### config.mk
export PLATFORM = sky130hd
export DESIGN_NAME = mips_instr_encoder
export DESIGN_NICKNAME = d
export VERILOG_FILES = /design/src/rtl/enc_pkg.sv /design/src/rtl/enc_fifo.sv /design/src/rtl/mips_instr_encoder.sv
export SDC_FILE = /design/constraint.sdc
export NUM_CORES = 1
export LEC_CHECK = 0
export BUFFER_PORTS_ARGS = -buffer_cell sky130_fd_sc_hd__buf_2
export CORE_ASPECT_RATIO = 0.5
export CORE_MARGIN = 1
export CORE_UTILIZATION = 51
export CTS_CLUSTER_DIAMETER = 200
export DETAILED_ROUTE_END_ITERATION = 6
export PLACE_DENSITY = 0.87
export SETUP_SLACK_MARGIN = 0.2
export SYNTH_ARGS = -nofsm -noshare
export SYNTH_HDL_FRONTEND = slang
export SYNTH_HIERARCHICAL = 1
export SYNTH_SLANG_ARGS = --single-unit
### constraint.sdc
create_clock -name clk -period 4.27 [get_ports clk]
set_clock_uncertainty 0.15 [all_clocks]
set_input_delay 0.854 -clock clk [delete_from_list [all_inputs] [get_ports clk]]
set_output_delay 0.854 -clock clk [all_outputs]
set_load 0.02 [all_outputs]
### src/rtl/enc_pkg.sv
// enc_pkg: shared constants for the MIPS instruction encoder.
// Holds the instruction-class codes accepted on class3, the MIPS opcodes
// and R-type funct used to build instruction words, and the default
// output-buffer depth. The optional illegal-class checking feature is
// selected by the ENC_CHECK_EN macro (see mips_instr_encoder).
package enc_pkg;

  // Default number of output buffer entries (power of two, at least 2).
  localparam int DEFAULT_FIFO_DEPTH = 4;

  // Instruction classes presented on class3; codes 5..7 are illegal.
  typedef enum logic [2:0] {
    CLS_RADD = 3'd0,
    CLS_LW   = 3'd1,
    CLS_SW   = 3'd2,
    CLS_BEQ  = 3'd3,
    CLS_J    = 3'd4
  } instr_class_e;

  // Primary opcodes (bits 31:26 of the instruction word).
  localparam logic [5:0] OP_RTYPE = 6'h00;
  localparam logic [5:0] OP_LW    = 6'h23;
  localparam logic [5:0] OP_SW    = 6'h2B;
  localparam logic [5:0] OP_BEQ   = 6'h04;
  localparam logic [5:0] OP_J     = 6'h02;

  // R-type function code for ADD and the shift amount it carries.
  localparam logic [5:0] FUNCT_ADD = 6'h20;
  localparam logic [4:0] SHAMT_ZERO = 5'd0;

  // Word pushed for an illegal class when checking is disabled (MIPS NOP).
  localparam logic [31:0] NOP_WORD = 32'h0000_0000;

  // True for the five class codes the encoder knows how to build.
  function automatic logic class_is_legal(input logic [2:0] cls);
    return (cls <= 3'(CLS_J));
  endfunction

endpackage

### src/rtl/enc_fifo.sv
// enc_fifo: synchronous FIFO buffering encoded instruction words.
// Single clock, synchronous active-high reset. Pointers wrap modulo DEPTH
// (DEPTH must be a power of two). The head word is presented
// combinationally on rdata and reads as zero while the FIFO is empty.
// A push while full and a pop while empty are ignored.
module enc_fifo #(
  parameter int DEPTH = 4,
  parameter int WIDTH = 32,
  localparam int AW = (DEPTH > 1) ? $clog2(DEPTH) : 1,
  localparam int CW = $clog2(DEPTH + 1)
) (
  input  logic             clk,
  input  logic             rst,
  input  logic             push,
  input  logic [WIDTH-1:0] wdata,
  input  logic             pop,
  output logic [WIDTH-1:0] rdata,
  output logic [CW-1:0]    count,
  output logic             full,
  output logic             empty
);

  logic [WIDTH-1:0] mem [DEPTH];
  logic [AW-1:0]    wr_ptr;
  logic [AW-1:0]    rd_ptr;
  logic [CW-1:0]    cnt;
  logic             do_push;
  logic             do_pop;

  assign full    = (cnt == CW'(DEPTH));
  assign empty   = (cnt == '0);
  assign do_push = push && !full;
  assign do_pop  = pop && !empty;
  assign count   = cnt;

  // Head of queue; zero when nothing is buffered so consumers never see stale data.
  assign rdata = empty ? '0 : mem[rd_ptr];

  // Storage write: only accepted pushes land, never during reset.
  always_ff @(posedge clk) begin
    if (!rst && do_push) begin
      mem[wr_ptr] <= wdata;
    end
  end

  // Pointer and occupancy bookkeeping; push+pop together leaves count unchanged.
  always_ff @(posedge clk) begin
    if (rst) begin
      wr_ptr <= '0;
      rd_ptr <= '0;
      cnt    <= '0;
    end else begin
      if (do_push) begin
        wr_ptr <= wr_ptr + AW'(1);
      end
      if (do_pop) begin
        rd_ptr <= rd_ptr + AW'(1);
      end
      case ({do_push, do_pop})
        2'b10:   cnt <= cnt + CW'(1);
        2'b01:   cnt <= cnt - CW'(1);
        default: cnt <= cnt;
      endcase
    end
  end

endmodule

### src/rtl/mips_instr_encoder.sv
// mips_instr_encoder: builds 32-bit MIPS instruction words from field sets
// and buffers them in an enc_fifo for a downstream consumer.
//
// Handshakes (both sides): a transfer happens on a rising clock edge where
// valid && ready are both 1. The producer holds its fields stable while
// valid=1 and ready=0. in_ready depends only on buffer occupancy
// (not full), never on out_ready, so a pop in a full cycle does not open a
// same-cycle push. out_valid is 1 exactly while the buffer holds a word,
// and out_instr stays fixed until that word is taken.
//
// Optional feature macro: ENC_CHECK_EN.
//   defined   - an illegal class (5..7) is accepted but dropped, and err
//               pulses for one cycle on the following cycle.
//   undefined - an illegal class is buffered as a NOP (all zeros) and err
//               is held at 0.
module mips_instr_encoder
  import enc_pkg::*;
#(
  parameter int FIFO_DEPTH = DEFAULT_FIFO_DEPTH
) (
  input  logic        clk,
  input  logic        rst,
  input  logic        in_valid,
  output logic        in_ready,
  input  logic [2:0]  class3,
  input  logic [4:0]  rs,
  input  logic [4:0]  rt,
  input  logic [4:0]  rd,
  input  logic [15:0] imm,
  input  logic [25:0] target,
  output logic        out_valid,
  input  logic        out_ready,
  output logic [31:0] out_instr,
  output logic        err,
  output logic [2:0]  count
);

  localparam int CW = $clog2(FIFO_DEPTH + 1);

  instr_class_e  cls;
  logic [31:0]   enc_word;
  logic          legal;
  logic          accept;
  logic          push;
  logic          pop;
  logic          fifo_full;
  logic          fifo_empty;
  logic [CW-1:0] fifo_count;

  assign cls    = instr_class_e'(class3);
  assign legal  = class_is_legal(class3);
  assign accept = in_valid && in_ready;
  assign pop    = out_valid && out_ready;

  // Combinational encoder: fields not used by a class are ignored; illegal codes give a NOP.
  always_comb begin
    enc_word = NOP_WORD;
    case (cls)
      CLS_RADD: enc_word = {OP_RTYPE, rs, rt, rd, SHAMT_ZERO, FUNCT_ADD};
      CLS_LW:   enc_word = {OP_LW, rs, rt, imm};
      CLS_SW:   enc_word = {OP_SW, rs, rt, imm};
      CLS_BEQ:  enc_word = {OP_BEQ, rs, rt, imm};
      CLS_J:    enc_word = {OP_J, target};
      default:  enc_word = NOP_WORD;
    endcase
  end

`ifdef ENC_CHECK_EN
  // Illegal classes are swallowed: accepted for flow control, never buffered.
  assign push = accept && legal;

  // Flag a swallowed illegal class one cycle after it was accepted.
  always_ff @(posedge clk) begin
    if (rst) begin
      err <= 1'b0;
    end else begin
      err <= accept && !legal;
    end
  end
`else
  // Every accepted field set is buffered; illegal ones already encode as a NOP.
  assign push = accept;
  assign err  = 1'b0;
`endif

  enc_fifo #(
    .DEPTH (FIFO_DEPTH),
    .WIDTH (32)
  ) u_fifo (
    .clk   (clk),
    .rst   (rst),
    .push  (push),
    .wdata (enc_word),
    .pop   (pop),
    .rdata (out_instr),
    .count (fifo_count),
    .full  (fifo_full),
    .empty (fifo_empty)
  );

  assign in_ready  = !fifo_full;
  assign out_valid = !fifo_empty;
  assign count     = 3'(fifo_count);

endmodule

Word-level counts from Yosys, hierarchy flattened
Memories as Yosys holds them, arrays and structs flattened. A register that Yosys moved wholly into a read port is not among the register bits.
Cells that the tools add are included.
{"block": "classes", "reduce_logical": 11, "add_sub_neg": 4, "eq_ne": 7, "mux": 7}
{"op": "32-bit case mux with 5 select lines", "n": 1}
{"op": "32-bit two-way mux", "n": 1}
{"op": "3-bit by 2-bit == test with 1-bit output, second input constant", "n": 2}
{"op": "3-bit == test, second input constant", "n": 2}
{"op": "3-bit logical NOT", "n": 2}
{"op": "3-bit case mux with 2 select lines", "n": 1}
{"op": "1-bit logical AND", "n": 5}
{"op": "2-bit by 1-bit adder with 2-bit output, second input constant", "n": 2}
{"op": "2-bit two-way mux", "n": 2}
{"op": "3-bit by 1-bit adder with 3-bit output, second input constant", "n": 1}
{"op": "3-bit by 1-bit == test with 1-bit output, second input constant", "n": 1}
{"op": "1-bit logical NOT", "n": 3}
{"op": "3-bit by 1-bit subtractor with 3-bit output, second input constant", "n": 1}
{"op": "2-bit by 1-bit == test with 1-bit output, second input constant", "n": 1}
{"op": "2-bit == test, second input constant", "n": 1}
{"op": "1-bit two-way mux", "n": 2}
{"op": "2-bit nonzero test", "n": 1}
{"block": "word_totals", "ram_bits": 128, "register_bits": 7, "word_cells": 33, "in_bits": 64, "memories": 1, "output_inout_bits": 38}
{"name": "u_fifo.mem", "depth": 4, "width": 32, "read_ports": 1, "rd_ports_with_merged_regs": 1, "write_ports": 1, "line": "enc_fifo.sv:23", "source": "logic [WIDTH-1:0] mem [DEPTH];"}

Depth between registers and ports, before layout
{"block": "logic_depth", "depth_word": 7, "depth_mapped": 11, "mapped_depth_nobuf": 10}

Modules after synthesis
The synthesis kept the hierarchy.
{"mod": "enc_fifo", "seq_area_each_um2": 4023.9, "instances": 1, "area_per_inst_um2": 5436.5, "cells_each": 256}
{"mod": "mips_instr_encoder", "seq_area_each_um2": 0.0, "instances": 1, "area_per_inst_um2": 635.6, "cells_each": 101}

Worst setup path after synthesis
OpenSTA, ideal clock, no wires.
{"block": "synth_timing", "path_kind": "input port to flip-flop", "from": "input port in_valid", "to": "memory u_fifo.mem[0][0] (enable)", "setup_slack_ns": 0.045, "cell_stages": 4, "t_arrival_ns": 3.607, "required_time_ns": 3.652, "setup_time_ns": 0.468, "n_path_buf": 1, "path_cell_list": "nor2b_1 -> nand2b_1 -> buf_2 -> nor3b_1"}
{"block": "synth_between", "elab_chain_len": 5}
{"item": "start: declaration", "line": "mips_instr_encoder.sv:23", "source": "input logic in_valid,"}
{"item": "1-bit logical AND", "line": "mips_instr_encoder.sv:52", "source": "assign accept = in_valid && in_ready;"}
{"item": "1-bit logical AND", "line": "enc_fifo.sv:32", "source": "assign do_push = push && !full;"}
{"item": "1-bit logical AND", "line": "enc_fifo.sv:41", "source": "if (!rst && do_push) begin"}
{"item": "1-bit two-way mux", "line": "enc_fifo.sv:41"}
{"item": "1-bit two-way mux (implied by the code)", "line": "enc_fifo.sv:42", "source": "mem[wr_ptr] <= wdata;"}
{"item": "end: declaration", "line": "enc_fifo.sv:23"}
Every way passes these cells.

==> flow_metrics.tcl <==
set metrics [dict create \
    first_pass_iters 4 \
    synth_compound_area_share_pct 2.040 \
    synth_xor_area_share_pct 0.7212 \
    finalWorstSetupSlack_ns 0.8523 \
    maxCapViolations 0 \
    io_buffers 100 \
    clk_latency_ns 0.41 \
    groute.usage.overall_pct 20.03 \
    cts_resized 0 \
    n_fill_cell 770 \
    dpl.hpwl_um 6693 \
    clock_path_buffers 2 \
    synthMuxAreaShare_pct 15.45 \
    relSlewSlack_pct 36.45 \
    met1Wirelength_um 4839 \
    grt_max_degree 58 \
    ff2ff_path_depth 9 \
    ff2ff_setup_slack_ns 1.54 \
    vdd_drop_max_mv 0.5206 \
    postSynthCellCount 357 \
    routedWlPerCell_um 18.06 \
    via_count 3338 \
    finalWeightedCongestion 0.6882 \
    fin_nets 536 \
    cts_made_buffers 17 \
    yosysSeqAreaShare_pct 66.27 \
    synth_commonest_cells "edfxtp_1 (128), mux4_2 (30), nor2b_1 (26)" \
    stdcell_count 638 \
    top_layer "met4" \
    worst-path-buf-inv 2 \
    grt_pass1_vias 3419 \
    synth_area_per_cell_um2 17.01 \
    path_max_fanout 18 \
    htreeDepth 4 \
    die_x_um 156.3 \
    worst_setup_path_end_kind "output port" \
    fmax_ghz 0.2926 \
    syn_to_final_growth_pct 21.29 \
    synthAdderAreaFrac_pct 1.360 \
    cts-hold-fix-buffers 0 \
    slowest_stage "dfxtp_1" \
    rsz0062_at_grt "no" \
    met2_length_um 5907 \
    antenna_left 0 \
    via_per_inst 5.232 \
    hp-class "register to register" \
    grt_pass1_wl_um 17960 \
    initial_core_util_pct 53.81 \
    cts_tree "done" \
    grt-ovfl-total 0 \
    dr.first_iter.drc_count 201 \
    rr_startpoint "u_fifo/count[2]" \
    remaining_drc_errors 0 \
    dieArea_mm2 0.01237 \
    hold_path_depth 2 \
    yosys_warnings 6 \
    yosysTopAreaCell "edfxtp_1" \
    slew_viol_final 0 \
    endpoint "out_instr[9]" \
    core_mm2 0.01128 \
    startpoint_type "register" \
    tightest_slew_ns 0.9532 \
    ios 102 \
    wirelength_um 11520 \
    synth_seq_cells 137 \
    cpPeakStageDelay_ns 0.85 \
    path_class "register to output port" \
    path_cells "buf_4 > mux4_2 > nor2b_1 > buf_2" \
    final_hold_viol_count 0 \
    cts_sinks 137 \
    dp_slack_ns 1.325 \
    total_power_mw 4.372 \
    synth.area.top_cells "edfxtp_1 (63%), mux4_2 (11%), mux2i_1 (3.5%)" \
    netlist.area_leader.share_pct 63.30 \
    synth-simple-area-share_pct 9.891 \
    min_period_ns 3.418 \
    yosysUniqueCellTypes 32 \
    worstSetupPathDepth 4 \
    status "finished clean" \
    synth.most_common_cell "edfxtp_1" \
    dp_cells 606 \
    dieHeight_um 79.16 \
    arrival_ns 2.41 \
    wl_met3_um 643 \
    antenna_found_initial 0 \
    synth_top_family_by_area "multiplexers" \
    fin_crit_sh_pct 80.04 \
    setup_violations 0 \
    antenna_cells 0 \
    leakage_nw 2.818 \
    path_delay_family "flip-flops" \
    placementRows 27 \
    synth_edf_count 128 \
    critical_path_required_ns 3.27 \
    cts_root_buf "clkbuf_16" \
    tns_ns 0 \
    async_flop_share_pct 0 \
    p_per_area_mw_per_mm2 593.6 \
    cts_setup_buffers 0 \
    clkTransAtPathRegs_ns 0.06 \
    syn_area_mm2 0.006072 \
    ys.flop_type "edfxtp_1" \
    worstReg2RegEnd "u_fifo/count[2]" \
    final_layout_size_suffix_gt1_share_pct 38.83 \
]
[kinds of logic (layout without fill, tap and decap cells)]
logic type,after synthesis,after routing
AO/OA/AOI/OAI,21,21
XOR/XNOR,5,5
adder cells (fa/ha/maj),6,6
buffers and inverters,42,160
flip-flops,137,137
multiplexers,53,53
other,1,5
AND/OR/NAND/NOR,92,92
[worst min-delay path, cell delays in order, from the launching register on]
cell and delay (ns):
dfxtp_1 0.31, o21ai_0 0.07, a21oi_1 0.08
[metal layers]
| metal | vias to the layer above | GRT usage [%] |
|---|---|---|
| met3 | 13 | 4.749 |
| met4 | 0 | 8.922 |
| met5 | - | 0 |
| li1 | 1559 | - |
| met1 | 1641 | 24.76 |
| met2 | 125 | 34.02 |
[sequential cells by signal (all words and copies together), names as in the netlist, named ones only]
signal	count
u_fifo/wr_ptr	2
u_fifo/mem	128
u_fifo/rd_ptr	2
u_fifo/count	3
[where the power goes]
part	internal [mW]	leakage [nW]	total, mW	switching (mW)
combinational	0.451	1.24	1.11	0.662
clock	1.05	0.321	1.62	0.569
sequential	1.57	1.25	1.64	0.0682
[how the worst min path moves through the flow]
| stage | startpoint | to | slack [ns] |
|---|---|---|---|
| floorplan | u_fifo/rd_ptr[1] | register | 0.31 |
| CTS | u_fifo/rd_ptr[1] | u_fifo/rd_ptr[1] | 0.36 |
| detailed placement | u_fifo/rd_ptr[1] | u_fifo/rd_ptr[1] | 0.35 |
| global route | u_fifo/rd_ptr[1] | u_fifo/rd_ptr[1] | 0.39 |
| global placement | u_fifo/rd_ptr[1] | u_fifo/rd_ptr[1] | 0.33 |
| finish | u_fifo/rd_ptr[1] | u_fifo/rd_ptr[1] | 0.36 |
[layout make-up]
| class | instances | area (um^2) | share of cell area (%) |
|---|---|---|---|
| clock buffer | 17 | 425.4 | 5.776 |
| clock inverter | 15 | 239.0 | 3.245 |
| inverter | 20 | 75.07 | 1.019 |
| multi-input combinational | 182 | 1828 | 24.82 |
| sequential | 137 | 4025 | 54.66 |
| tap | 159 | 198.9 | 2.701 |
| timing repair buffer | 108 | 573.1 | 7.781 |
[placed cells by master (no fill, tap or decap), types with 2 or more instances in the layout]
cell type / n
edfxtp_1: 128
nor2b_4: 9
mux4_2: 30
clkinv_4: 4
nand2_1: 21
o22ai_1: 11
mux4_1: 2
ha_1: 5
buf_2: 100
inv_1: 20
dfxtp_1: 8
o21ai_0: 4
xor2_1: 4
nand2b_1: 18
nor2b_1: 26
a21oi_1: 4
mux2i_1: 21
buf_4: 7
inv_6: 4
conb_1: 5
nor2_1: 6
bufinv_16: 5
nor3b_2: 5
or3_1: 3
clkbuf_16: 17
[metrics by stage]
| step | area (um^2) | hold slack, ns | util [%] |
|---|---|---|---|
| final | 7365 | 0.3586 | 65.27 |
| after global routing | 7365 | 0.3922 | 65.27 |
| after CTS | 7365 | 0.3602 | 65.27 |
| after detailed placement | 6700 | 0.3455 | 59.38 |
| after global placement | 6700 | 0.3318 | 59.38 |
| after floorplan | 6087 | 0.3091 | - |
Note: power is estimated with default switching activity, not from simulation.
